<file path="src/rtl/reg_arb_pkg.sv">
// Shared constants for the register-bus arbiter: FSM encoding, requester indices, default geometry.
package reg_arb_pkg;

    localparam int unsigned ADDR_W_DEF    = 6;
    localparam int unsigned DATA_W_DEF    = 8;
    localparam int unsigned LAST_ADDR_DEF = 32'h1F;

    localparam logic [0:0] ST_IDLE   = 1'b0;
    localparam logic [0:0] ST_ACCESS = 1'b1;

    localparam logic REQ_SPI = 1'b0;
    localparam logic REQ_SEQ = 1'b1;

endpackage

</file>
<file path="src/rtl/reg_arb_pick.sv">
// Combinational winner selection between the SPI decoder and the internal sequencer.
// REG_ARB_RR_EN selects round-robin on collisions; otherwise requester 0 always wins.
module reg_arb_pick
    import reg_arb_pkg::*;
(
    input  logic req0_i,
    input  logic req1_i,
    input  logic last_i,
    output logic win_o
);

`ifdef REG_ARB_RR_EN
    // On a collision the requester that did not win last time goes next.
    always_comb begin
        win_o = REQ_SPI;
        if (req0_i && req1_i) begin
            win_o = ~last_i;
        end else if (req1_i) begin
            win_o = REQ_SEQ;
        end
    end
`else
    logic unused_last;
    assign unused_last = last_i;

    always_comb begin
        win_o = REQ_SPI;
        if (!req0_i && req1_i) begin
            win_o = REQ_SEQ;
        end
    end
`endif

endmodule

</file>
<file path="src/rtl/reg_arbiter.sv">
// Two-requester register-bus arbiter: one access per grant, IDLE/ACCESS handshake, range checking.
// Define REG_ARB_RR_EN for round-robin arbitration (adds the last-grant pointer register).
module reg_arbiter
    import reg_arb_pkg::*;
#(
    parameter int unsigned           ADDR_W    = ADDR_W_DEF,
    parameter int unsigned           DATA_W    = DATA_W_DEF,
    parameter logic [ADDR_W-1:0]     LAST_ADDR = ADDR_W'(LAST_ADDR_DEF)
) (
    input  logic              clk,
    input  logic              rst_n,
    input  logic              req0_i,
    input  logic              req1_i,
    input  logic              we0_i,
    input  logic              we1_i,
    input  logic [ADDR_W-1:0] addr0_i,
    input  logic [ADDR_W-1:0] addr1_i,
    input  logic [DATA_W-1:0] wdata0_i,
    input  logic [DATA_W-1:0] wdata1_i,
    output logic              gnt0_o,
    output logic              gnt1_o,
    output logic              rvalid0_o,
    output logic              rvalid1_o,
    output logic              err0_o,
    output logic              err1_o,
    output logic [DATA_W-1:0] rdata_o,
    output logic              read_o,
    output logic              write_o,
    output logic [ADDR_W-1:0] addr_o,
    output logic [DATA_W-1:0] data_write_o,
    input  logic [DATA_W-1:0] data_read_i
);

    logic [0:0]        state_q, state_d;
    logic [1:0]        gnt_q, gnt_d;
    logic [1:0]        rvalid_q, rvalid_d;
    logic [1:0]        err_q, err_d;
    logic              read_q, read_d;
    logic              write_q, write_d;
    logic [ADDR_W-1:0] addr_q, addr_d;
    logic [DATA_W-1:0] data_write_q, data_write_d;
    logic [DATA_W-1:0] rdata_q, rdata_d;
    logic              owner_q, owner_d;

    logic              any_req;
    logic              win;
    logic              last_grant;
    logic              sel_we;
    logic [ADDR_W-1:0] sel_addr;
    logic [DATA_W-1:0] sel_wdata;

    assign any_req   = req0_i | req1_i;
    assign sel_we    = (win == REQ_SEQ) ? we1_i    : we0_i;
    assign sel_addr  = (win == REQ_SEQ) ? addr1_i  : addr0_i;
    assign sel_wdata = (win == REQ_SEQ) ? wdata1_i : wdata0_i;

    reg_arb_pick u_pick (
        .req0_i (req0_i),
        .req1_i (req1_i),
        .last_i (last_grant),
        .win_o  (win)
    );

`ifdef REG_ARB_RR_EN
    logic last_q, last_d;

    // Pointer moves only when a grant is issued; reset value makes requester 0 win first.
    always_comb begin
        last_d = last_q;
        if (state_q == ST_IDLE && any_req) begin
            last_d = win;
        end
    end

    always_ff @(posedge clk or negedge rst_n) begin
        if (!rst_n) begin
            last_q <= REQ_SEQ;
        end else begin
            last_q <= last_d;
        end
    end

    assign last_grant = last_q;
`else
    assign last_grant = REQ_SEQ;
`endif

    // Next-state and registered-output decode.
    always_comb begin
        state_d      = state_q;
        gnt_d        = 2'b00;
        rvalid_d     = 2'b00;
        err_d        = 2'b00;
        read_d       = 1'b0;
        write_d      = 1'b0;
        addr_d       = addr_q;
        data_write_d = data_write_q;
        rdata_d      = rdata_q;
        owner_d      = owner_q;
        case (state_q)
            ST_IDLE: begin
                if (any_req) begin
                    state_d    = ST_ACCESS;
                    owner_d    = win;
                    gnt_d[win] = 1'b1;
                    if (sel_addr <= LAST_ADDR) begin
                        addr_d       = sel_addr;
                        data_write_d = sel_wdata;
                        read_d       = ~sel_we;
                        write_d      = sel_we;
                    end else begin
                        err_d[win] = 1'b1;
                    end
                end
            end
            ST_ACCESS: begin
                state_d = ST_IDLE;
                if (read_q) begin
                    rdata_d           = data_read_i;
                    rvalid_d[owner_q] = 1'b1;
                end
            end
            default: begin
                state_d = ST_IDLE;
            end
        endcase
    end

    always_ff @(posedge clk or negedge rst_n) begin
        if (!rst_n) begin
            state_q      <= ST_IDLE;
            gnt_q        <= 2'b00;
            rvalid_q     <= 2'b00;
            err_q        <= 2'b00;
            read_q       <= 1'b0;
            write_q      <= 1'b0;
            addr_q       <= '0;
            data_write_q <= '0;
            rdata_q      <= '0;
            owner_q      <= REQ_SPI;
        end else begin
            state_q      <= state_d;
            gnt_q        <= gnt_d;
            rvalid_q     <= rvalid_d;
            err_q        <= err_d;
            read_q       <= read_d;
            write_q      <= write_d;
            addr_q       <= addr_d;
            data_write_q <= data_write_d;
            rdata_q      <= rdata_d;
            owner_q      <= owner_d;
        end
    end

    assign gnt0_o       = gnt_q[REQ_SPI];
    assign gnt1_o       = gnt_q[REQ_SEQ];
    assign rvalid0_o    = rvalid_q[REQ_SPI];
    assign rvalid1_o    = rvalid_q[REQ_SEQ];
    assign err0_o       = err_q[REQ_SPI];
    assign err1_o       = err_q[REQ_SEQ];
    assign read_o       = read_q;
    assign write_o      = write_q;
    assign addr_o       = addr_q;
    assign data_write_o = data_write_q;
    assign rdata_o      = rdata_q;

endmodule

</file>
<file path="config.mk">
export PLATFORM = sky130hd
export DESIGN_NAME = reg_arbiter
export DESIGN_NICKNAME = d
export VERILOG_FILES = /design/src/rtl/reg_arb_pkg.sv /design/src/rtl/reg_arb_pick.sv /design/src/rtl/reg_arbiter.sv
export SDC_FILE = /design/constraint.sdc
export NUM_CORES = 1
export LEC_CHECK = 0
export BUFFER_PORTS_ARGS = -buffer_cell sky130_fd_sc_hd__buf_2
export CAP_MARGIN = 20
export CORE_AREA = 3 3 59 61
export CTS_CLUSTER_SIZE = 25
export DETAILED_ROUTE_END_ITERATION = 10
export DIE_AREA = 0 0 62 64
export GPL_TIMING_DRIVEN = 0
export PLACE_DENSITY = 0.79
export SYNTH_ARGS = -nofsm -noshare
export SYNTH_HDL_FRONTEND = slang
export SYNTH_SLANG_ARGS = --single-unit
</file>
<file path="constraint.sdc">
create_clock -name clk -period 3.4 [get_ports clk]
set_input_delay 0.51 -clock clk [delete_from_list [all_inputs] [get_ports clk]]
set_output_delay 0.51 -clock clk [all_outputs]
set_load 0.01 [all_outputs]
</file>
==> flow_metrics.env, run 1 <==
export IMPL_outcome="finished, final reports clean"
export IMPL_dr_pass1_iters=2
export IMPL_num_antenna_cells=0
export IMPL_final_setup_tns_ns=0
export IMPL_clock_latency_ns=0.32
export IMPL_final_nets=210
export IMPL_start_util_pct=45.5
export IMPL_grt_overflow_total=0
export IMPL_grt_use_met2_pct=26.0
export IMPL_mappedNetlistArea_sq_um=1380
export IMPL_wl_per_cell_um=12.7
export IMPL_finalCritPeriodShare_pct=47.7
export IMPL_grt_start_max_net_pins=33
export IMPL_endpoint_kind="register"
export IMPL_whs_ns=0.210
export IMPL_drv_cap=0
export IMPL_fin_area_sq_um=1850
export IMPL_arrival_ns=1.84
export IMPL_grt_usage_pct=15.2
export IMPL_clock_sinks=32
export IMPL_path_clk_slew_ns=0.10
export IMPL_postCtsSetupBuffers=0
export IMPL_period_minus_slack_ns=1.62
export IMPL_cp_required_ns=3.61
export IMPL_ir_drop_v=0.000259
export IMPL_coreArea_sq_um=3030
export IMPL_rows=20
export IMPL_drc=0
export IMPL_grt_pass1_wl_um=4340
export IMPL_power_mw=1.03
export IMPL_ys_types=18
export IMPL_worst_pin_slew_ns=0.668
export IMPL_antenna_left=0
export IMPL_place_hpwl_um=2140
export IMPL_cts_made_buffers=5
export IMPL_setup_viol=0
export IMPL_wirelength_um=2700
export IMPL_maxSlewViolCount=0
export IMPL_ys_seq_area_share_pct=58.2
export IMPL_ctsResizeCount=0
export IMPL_antenna_found_initial=0
export IMPL_hp_class="input pin to asynchronous set/reset pin"
export IMPL_met3_usage_pct=5.05
export IMPL_busiest_layer="met2"
export IMPL_placed_area_sq_um=1790
export IMPL_vias=976
export IMPL_h_tree_depth=2
export IMPL_p_leak_nw=0.979
export IMPL_critPathMaxFanout=10
export IMPL_ys_warn_count=0
export IMPL_die_w_um=62
export IMPL_drtIter0Drc=26
export IMPL_cts_tree="built"
export IMPL_dieArea_sq_um=3970
export IMPL_final_common_cell="buf_2"
export IMPL_dieHeight_um=64
export IMPL_ios=72
export IMPL_slew_headroom_pct=55.4
export IMPL_synth_seq_cells=32
export IMPL_clockRootBuffer="clkbuf_4"
export IMPL_synth_area_per_cell_sq_um=15.3
export IMPL_max_freq_ghz=0.616
export IMPL_syn_num_nets=132
export IMPL_place_gp_congestion=0.727
export IMPL_area_growth_syn_to_layout_pct=34.3
export IMPL_setup_worst_path_class="register to register"
export IMPL_p_per_area_nw_per_um2=557
export IMPL_grt_pass1_vias=965
export IMPL_ctsHoldBuffers=0
export IMPL_netlist_instances=90
export IMPL_io_buffers=71
export IMPL_num_fill_cells=237
export IMPL_use_met1_pct=15.9
export IMPL_drive_above_1_share_pct=69.8
export IMPL_final_cell_mix="buf_2 (71), dfrtp_1 (32), mux2_2 (26), mux2_4 (8)"
export IMPL_start_kind="register"
export IMPL_skew_ns=0.0125
export IMPL_clk_path_buf_depth=2
export IMPL_grt_setup_unrepaired="false"
export IMPL_vias_per_cell=4.58
export IMPL_hold_viol=0
[critical path, stage by stage, from the launching register on]
cell and delay (ns):
dfrtp_1 0.46, nor4b_1 0.32, a21o_1 0.12, buf_4 0.16, buf_8 0.16, mux2_4 0.31
[path summary, 6_finish.rpt]
path	start	to	slack [ns]	cells after the start
max	state_q	addr_o[4]	1.78	5
min reg2reg	owner_q	rvalid_q[0]	0.45	1
max reg2reg	state_q	addr_o[4]	1.78	5
max in group asynchronous	rst_n	state_q	2.75	1
min in group clk	data_read_i[3]	rdata_o[3]	0.41	2
min	rst_n	rdata_o[5]	0.21	1
[cell type report]
| class | instances | area (sq um) | area share (%) |
|---|---|---|---|
| Timing Repair Buffer | 71 | 355 | 19.2 |
| Clock buffer | 6 | 51.3 | 2.78 |
| Sequential cell | 32 | 801 | 43.3 |
| Tap cell | 44 | 55.1 | 2.98 |
| Multi-Input combinational cell | 52 | 519 | 28.1 |
| Buffer | 4 | 48.8 | 2.64 |
| Clock inverter | 2 | 10.0 | 0.542 |
| Inverter | 2 | 7.51 | 0.406 |
[state kept, by name (all words and copies together), names as in the netlist]
name and cells:
err_q 2, rvalid_q 2, read_o 1, gnt_q 2, rdata_o 8, state_q 1, write_o 1, addr_o 6
owner_q 1, data_write_o 8
[cell usage after synthesis (all sizes together)]
| library cell | count | area, sq um |
|---|---|---|
| mux2 | 34 | 413 |
| dfrtp | 32 | 801 |
| nor2 | 5 | 18.8 |
| buf | 4 | 48.8 |
| and2 | 3 | 18.8 |
| nor2b | 3 | 21.3 |
| inv | 2 | 7.51 |
| a21o | 1 | 7.51 |
| a21oi | 1 | 5.00 |
| and3 | 1 | 6.26 |
| mux2i | 1 | 10.0 |
| nand2 | 1 | 3.75 |
| nand2b | 1 | 6.26 |
| nor4b | 1 | 8.76 |
[through the flow]
step | utilization, % | setup slack, ns | std cells
2_1_floorplan | - | 1.82 | 90
3_3_place_gp | 59.0 | 1.63 | 205
3_5_place_dp | 59.0 | 1.62 | 205
4_1_cts | 61.0 | 1.77 | 213
5_1_grt | 61.0 | 1.71 | 213
6_report | 61.0 | 1.78 | 213
[routing by layer]
metal	wire, um	vias to the layer above
li1	-	464
met4	34	0
met3	139	2
met2	1480	36
met5	0	-
met1	1050	474
[where the power goes]
group / total [mW] / leakage [nW] / switching, mW / internal (mW)
logic: 0.300 / 0.549 / 0.128 / 0.171
clock network: 0.222 / 0.0380 / 0.123 / 0.0983
registers: 0.507 / 0.392 / 0.0405 / 0.467
[cell families (layout without fill, tap and decap cells)]
group,Yosys count,count (layout),synth area share (%)
buffers and inverters,6,85,4.09
AO/OA/AOI/OAI,2,2,0.909
AND/OR/NAND/NOR,15,15,6.09
flip-flops,32,32,58.2
multiplexers,35,35,30.7
No activity file was read; power rests on OpenSTA's default activity.
==> inputs of run 2 (changes only) <==
--- a/config.mk
+++ b/config.mk
@@ -5,14 +5,15 @@
 export SDC_FILE = /design/constraint.sdc
 export NUM_CORES = 1
 export LEC_CHECK = 0
+export ABC_AREA = 1
 export BUFFER_PORTS_ARGS = -buffer_cell sky130_fd_sc_hd__buf_2
 export CAP_MARGIN = 20
-export CORE_AREA = 3 3 59 61
+export CORE_AREA = 3 3 63 65
 export CTS_CLUSTER_SIZE = 25
 export DETAILED_ROUTE_END_ITERATION = 10
-export DIE_AREA = 0 0 62 64
+export DIE_AREA = 0 0 66 68
 export GPL_TIMING_DRIVEN = 0
-export PLACE_DENSITY = 0.79
+export PLACE_DENSITY = 0.74
 export SYNTH_ARGS = -nofsm -noshare
 export SYNTH_HDL_FRONTEND = slang
 export SYNTH_SLANG_ARGS = --single-unit
==> constraint.sdc (replaced) <==
create_clock -name clk -period 1.46 [get_ports clk]
set_input_delay 0.219 -clock clk [delete_from_list [all_inputs] [get_ports clk]]
set_output_delay 0.219 -clock clk [all_outputs]
set_load 0.01 [all_outputs]
==> flow_metrics.env, run 2 <==
export IMPL_start_util_pct=40.9
export IMPL_clk_path_buf_depth=2
export IMPL_netlist_instances=160
export IMPL_rows=21
export IMPL_clockRootBuffer="clkbuf_4"
export IMPL_place_hpwl_um=2290
export IMPL_worst_pin_slew_ns=0.695
export IMPL_grt_start_max_net_pins=33
export IMPL_setup_worst_path_class="register to register"
export IMPL_reg2reg_depth=6
export IMPL_endpoint_kind="register"
export IMPL_vias_per_cell=4.23
export IMPL_dpl_worst_slack_ns=0.177
export IMPL_p_leak_nw=1.15
export IMPL_synth_seq_cells=32
export IMPL_place_gp_congestion=0.765
export IMPL_crit_top_cell="nand2_1"
export IMPL_reg2reg_from="state_q"
export IMPL_drtIter0Drc=64
export IMPL_final_nets=281
export IMPL_finalCritPeriodShare_pct=86.1
export IMPL_yosysTopAreaCellShare_pct=57.8
export IMPL_dr_pass1_iters=4
export IMPL_period_minus_slack_ns=1.26
export IMPL_clock_sinks=32
export IMPL_vias=1210
export IMPL_cts_made_buffers=5
export IMPL_grt_pass1_wl_um=4660
export IMPL_mappedNetlistArea_sq_um=1390
export IMPL_h_tree_depth=2
export IMPL_cts_tree="built"
export IMPL_synthTopCellsByCount="nand2_1 (83), dfrtp_1 (32), inv_1 (12), mux2_2 (8), nor2_1 (7)"
export IMPL_hp_class="input pin to register"
export IMPL_synth_edff_count=0
export IMPL_grt_pass1_vias=1067
export IMPL_dieHeight_um=68
export IMPL_slowest_stage="dfrtp_1"
export IMPL_synth_xor_area_share_pct=0
export IMPL_hp_start="data_read_i[7]"
export IMPL_synth_top_family_by_area="simple AND/OR/NAND/NOR gates"
export IMPL_antenna_left=0
export IMPL_crit_chain="buf_2 -> nor2_4 -> nand3_2 -> buf_4 -> nand2_1 -> nand2_1"
export IMPL_synthMuxAreaShare_pct=6.50
export IMPL_ys_warn_count=0
export IMPL_ys_types=16
export IMPL_antenna_found_initial=0
export IMPL_maxSlewViolCount=0
export IMPL_clock_latency_ns=0.32
export IMPL_r2r_end="data_write_o[0]"
export IMPL_synth_most_common_cell="nand2_1"
export IMPL_layout_setup_ws_ns=0.203
export IMPL_synthSimpleGateAreaFrac_pct=28.9
export IMPL_die_w_um=66
export IMPL_grt_usage_pct=14.1
export IMPL_ir_drop_v=0.000698
export IMPL_area_growth_syn_to_layout_pct=36.0
export IMPL_grt_overflow_total=0
export IMPL_setup_viol=0
export IMPL_slew_headroom_pct=53.7
export IMPL_hold_path_depth=2
export IMPL_synth_area_per_cell_sq_um=8.66
export IMPL_critPathMaxStageDelay_ns=0.36
export IMPL_r2r_setup_slack_ns=0.20
export IMPL_p_per_area_nw_per_um2=1310
export IMPL_synth_adder_area_share_pct=0
export IMPL_yosysTopAreaCell="dfrtp_1"
export IMPL_syn_num_nets=202
export IMPL_io_buffers=71
export IMPL_grt_setup_unrepaired="false"
export IMPL_ys_flop_type="dfrtp_1"
export IMPL_final_setup_tns_ns=0
export IMPL_num_antenna_cells=0
export IMPL_wl_per_cell_um=10.5
export IMPL_max_freq_ghz=0.795
export IMPL_start_kind="register"
export IMPL_skew_ns=0.00315
export IMPL_ys_seq_area_share_pct=57.8
export IMPL_coreArea_sq_um=3390
export IMPL_dieArea_sq_um=4490
export IMPL_path_clk_slew_ns=0.09
export IMPL_synthArstFlopShare_pct=100
export IMPL_ys_top_cells_by_area="dfrtp_1 (58%), nand2_1 (22%), mux2_2 (6.5%)"
export IMPL_drc=0
export IMPL_ios=72
export IMPL_cp_required_ns=1.68
export IMPL_drive_above_1_share_pct=41.7
export IMPL_drv_cap=0
export IMPL_critPathMaxFanout=10
export IMPL_synth_compound_area_share_pct=0.813
export IMPL_worstHoldEndpoint="rdata_o[7]"
export IMPL_final_common_cell="nand2_1"
export IMPL_wirelength_um=3000
export IMPL_final_cell_mix="nand2_1 (83), buf_2 (74), dfrtp_1 (32), inv_1 (12), mux2_2 (8)"
export IMPL_outcome="finished, final reports clean"
export IMPL_hold_viol=0
export IMPL_arrival_ns=1.48
## run 2: cell types whose count changed after synthesis, sizes merged, moves of 2 or more
cell,change
and2,-3
inv,+12
mux2,-26
nand2,+85
nand3,+2
nor2,+5
nor2b,-3
## run 2: kinds of logic after synthesis
kind of cell           Yosys count
AO/OA/AOI/OAI                    2
buffers and inverters           19
flip-flops                      32
multiplexers                     8
AND/OR/NAND/NOR                 99
## run 2: what timing repair did
| action | CTS | global route |
|---|---|---|
| gates resized for setup | 0 | 0 |
| hold buffers | 1 | 0 |
| endpoints found under the hold margin | 32 | 0 |
| setup buffers | 0 | 0 |
## run 2: layer usage
metal,routed length [um],vias up,part of all wire [%],global-route usage [%]
li1,-,636,-,-
met1,1350,528,45,17.1
met2,1420,44,47,23.5
met3,218,2,7.3,3.61
met4,12,0,0.40,6.85
met5,0,-,0,0
## run 2: critical path, delay by kind of cell (launching register included)
family,cells,cell delay (ns)
DFF,1,0.36
buffers and inverters,2,0.39
and+or+nand+nor,4,0.40
## run 2: cell type report
| type | count | area (sq um) |
|---|---|---|
| fill | 327 | 1510 |
| sequential | 32 | 801 |
| multi-input combinational | 109 | 502 |
| timing repair buffer | 72 | 365 |
| tap | 46 | 57.6 |
| inverter | 14 | 52.6 |
| clock buffer | 6 | 41.3 |
| clock inverter | 2 | 35.0 |
| buffer | 5 | 30.0 |
## run 2: how the worst max path moves through the flow
stage	to	slack [ns]	startpoint
final	data_write_o[0]	0.20	state_q
after CTS	addr_o[4]	0.18	state_q
after global routing	addr_o[4]	0.08	state_q
after floorplan	data_write_o[0]	0.33	state_q
after global placement	data_write_o[2]	0.18	req0_i
after detailed placement	addr_o[4]	0.18	req0_i
## run 2: per-stage QoR
step / std cells / total power, mW / hold slack (ns) / instance area, sq um / util, %
final: 286 / 2.46 / 0.126 / 1880 / 55.6
after detailed placement: 277 / 1.85 / 0.304 / 1800 / 53.0
after floorplan: 160 / 1.53 / -0.0766 / 1390 / -
after global routing: 286 / 2.63 / 0.103 / 1880 / 55.6
after global placement: 277 / 1.83 / 0.302 / 1800 / 53.0
after CTS: 286 / 2.50 / 0.109 / 1880 / 55.6
## run 2: power by group
| group | switching (mW) | internal, mW | total [mW] |
|---|---|---|---|
| registers | 0.0855 | 1.08 | 1.16 |
| clock network | 0.282 | 0.359 | 0.641 |
| logic | 0.349 | 0.308 | 0.658 |
| total | 0.717 | 1.74 | 2.46 |
==> inputs of run 3 (changes only) <==
--- a/config.mk
+++ b/config.mk
@@ -5,7 +5,6 @@
 export SDC_FILE = /design/constraint.sdc
 export NUM_CORES = 1
 export LEC_CHECK = 0
-export ABC_AREA = 1
 export BUFFER_PORTS_ARGS = -buffer_cell sky130_fd_sc_hd__buf_2
 export CAP_MARGIN = 20
 export CORE_AREA = 3 3 63 65
@@ -13,7 +12,7 @@
 export DETAILED_ROUTE_END_ITERATION = 10
 export DIE_AREA = 0 0 66 68
 export GPL_TIMING_DRIVEN = 0
-export PLACE_DENSITY = 0.74
+export PLACE_DENSITY = 0.73
 export SYNTH_ARGS = -nofsm -noshare
 export SYNTH_HDL_FRONTEND = slang
 export SYNTH_SLANG_ARGS = --single-unit
==> flow_metrics.env, run 3 (synthesis results as in run 1) <==
export IMPL_drtIter0Drc=26
export IMPL_antenna_found_initial=0
export IMPL_path_clk_slew_ns=0.11
export IMPL_wl_per_cell_um=13.3
export IMPL_hold_viol=0
export IMPL_slew_headroom_pct=54.1
export IMPL_coreArea_sq_um=3390
export IMPL_hp_class="input pin to register"
export IMPL_layout_setup_ws_ns=-0.0104
export IMPL_start_util_pct=40.6
export IMPL_grt_pass1_wl_um=4690
export IMPL_path_depth=5
export IMPL_vias_per_cell=4.55
export IMPL_cts_made_buffers=5
export IMPL_wirelength_um=2930
export IMPL_start_kind="register"
export IMPL_final_common_cell="buf_2"
export IMPL_drive_above_1_share_pct=72.0
export IMPL_dr_pass1_iters=2
export IMPL_grt_setup_unrepaired="true"
export IMPL_hp_start="data_read_i[6]"
export IMPL_post_route_util_pct=57.6
export IMPL_clockRootBuffer="clkbuf_4"
export IMPL_finalCritPeriodShare_pct=101
export IMPL_dieHeight_um=68
export IMPL_worst_pin_slew_ns=0.689
export IMPL_reg2reg_depth=5
export IMPL_cts_tree="built"
export IMPL_ios=72
export IMPL_met3_usage_pct=5.25
export IMPL_clock_latency_ns=0.33
export IMPL_drv_cap=0
export IMPL_setup_viol=2
export IMPL_grt_usage_pct=14.1
export IMPL_max_freq_ghz=0.680
export IMPL_grt_overflow_total=0
export IMPL_ir_drop_v=0.000564
export IMPL_rows=21
export IMPL_place_hpwl_um=2240
export IMPL_antenna_left=0
export IMPL_grt_use_met2_pct=25.9
export IMPL_hold_path_depth=2
export IMPL_place_gp_congestion=0.678
export IMPL_p_per_area_nw_per_um2=1320
export IMPL_arrival_ns=1.69
export IMPL_reg2reg_from="state_q"
export IMPL_final_nets=216
export IMPL_final_setup_tns_ns=-0.0161
export IMPL_die_w_um=66
export IMPL_cp_required_ns=1.68
export IMPL_dieArea_sq_um=4490
export IMPL_outcome="finished with violations"
export IMPL_io_buffers=71
export IMPL_r2r_end="data_write_o[4]"
export IMPL_clock_sinks=32
export IMPL_worstHoldEndpoint="rdata_o[6]"
export IMPL_critPathMaxStageDelay_ns=0.45
export IMPL_p_leak_nw=1.02
export IMPL_r2r_setup_slack_ns=-0.01
export IMPL_path_buf_inv=2
export IMPL_area_growth_syn_to_layout_pct=41.9
export IMPL_maxSlewViolCount=0
export IMPL_setup_worst_path_class="register to register"
export IMPL_busiest_layer="met2"
export IMPL_slowest_stage="dfrtp_2"
export IMPL_final_cell_mix="buf_2 (71), dfrtp_1 (31), mux2_2 (26), mux2_4 (8)"
export IMPL_h_tree_depth=2
export IMPL_violations="setup timing"
export IMPL_vias=1005
export IMPL_skew_ns=0.00798
export IMPL_num_antenna_cells=0
export IMPL_drc=0
export IMPL_grt_start_max_net_pins=33
export IMPL_critPathMaxFanout=8
export IMPL_endpoint_kind="register"
export IMPL_grt_pass1_vias=1072
export IMPL_path_delay_family="flip-flops"
export IMPL_clk_path_buf_depth=2
export IMPL_use_met1_pct=14.7
export IMPL_crit_chain="nor4b_2 -> a21o_1 -> buf_6 -> clkbuf_16 -> mux2_4"
export IMPL_period_minus_slack_ns=1.47
[run 3: cell types whose count changed in the layout (fill, tap and decap cells not counted), moves of 3 or more]
cell / before / now
nand2_1: 83 / 0
mux2_2: 8 / 26
inv_1: 12 / 2
mux2_4: 0 / 8
and2_1: 0 / 3
buf_2: 74 / 71
[run 3: area by class of cell]
cell class	instances	area [sq um]
fill	289	1440
timing repair buffer	77	420
sequential	32	802
multi-input combinational	52	528
clock inverter	3	42.5
tap	46	57.6
clock buffer	5	37.5
inverter	2	7.51
buffer	4	57.6
[run 3: worst register-to-register path: stages (launching register included)]
cell	delay (ns)
dfrtp_2	0.45
nor4b_2	0.21
a21o_1	0.13
buf_6	0.15
clkbuf_16	0.15
mux2_4	0.29
[run 3: worst max-delay path by stage]
stage	start	end
after floorplan	state_q	addr_o[4]
after global placement	state_q	data_write_o[3]
after detailed placement	state_q	addr_o[4]
after CTS	state_q	data_write_o[0]
after global routing	state_q	data_write_o[4]
final	state_q	data_write_o[4]
[run 3: layer usage]
metal	routed length, um	up-vias
li1	-	477
met1	1090	483
met2	1590	41
met3	215	4
met4	44	0
met5	0	-
[run 3: power breakdown]
group / leakage (nW) / total, mW / internal [mW] / switching [mW]
clock network: 0.0412 / 0.662 / 0.357 / 0.305
logic: 0.589 / 0.739 / 0.430 / 0.310
registers: 0.391 / 1.18 / 1.09 / 0.0952
[run 3: through the flow]
stage / total power, mW / setup WS [ns] / cell area [sq um] / instances / hold WS (ns)
CTS: 2.62 / -0.0449 / 1930 / 220 / 0.0974
floorplan: 1.60 / 0.00374 / 1390 / 90 / -0.0766
detailed placement: 1.92 / -0.105 / 1800 / 207 / 0.304
finish: 2.58 / -0.0104 / 1950 / 221 / 0.111
global placement: 1.89 / -0.0809 / 1800 / 207 / 0.295
global route: 2.75 / -0.0413 / 1950 / 221 / 0.0850
[run 3: what timing repair did]
item                                    CTS  global route
endpoints found under the setup margin    9             8
gates resized for setup                   3             0
pin swaps                                 0             1
setup buffers                             4             0
endpoints found under the hold margin    32             0
hold buffers                              1             0
gates cloned                              0             1
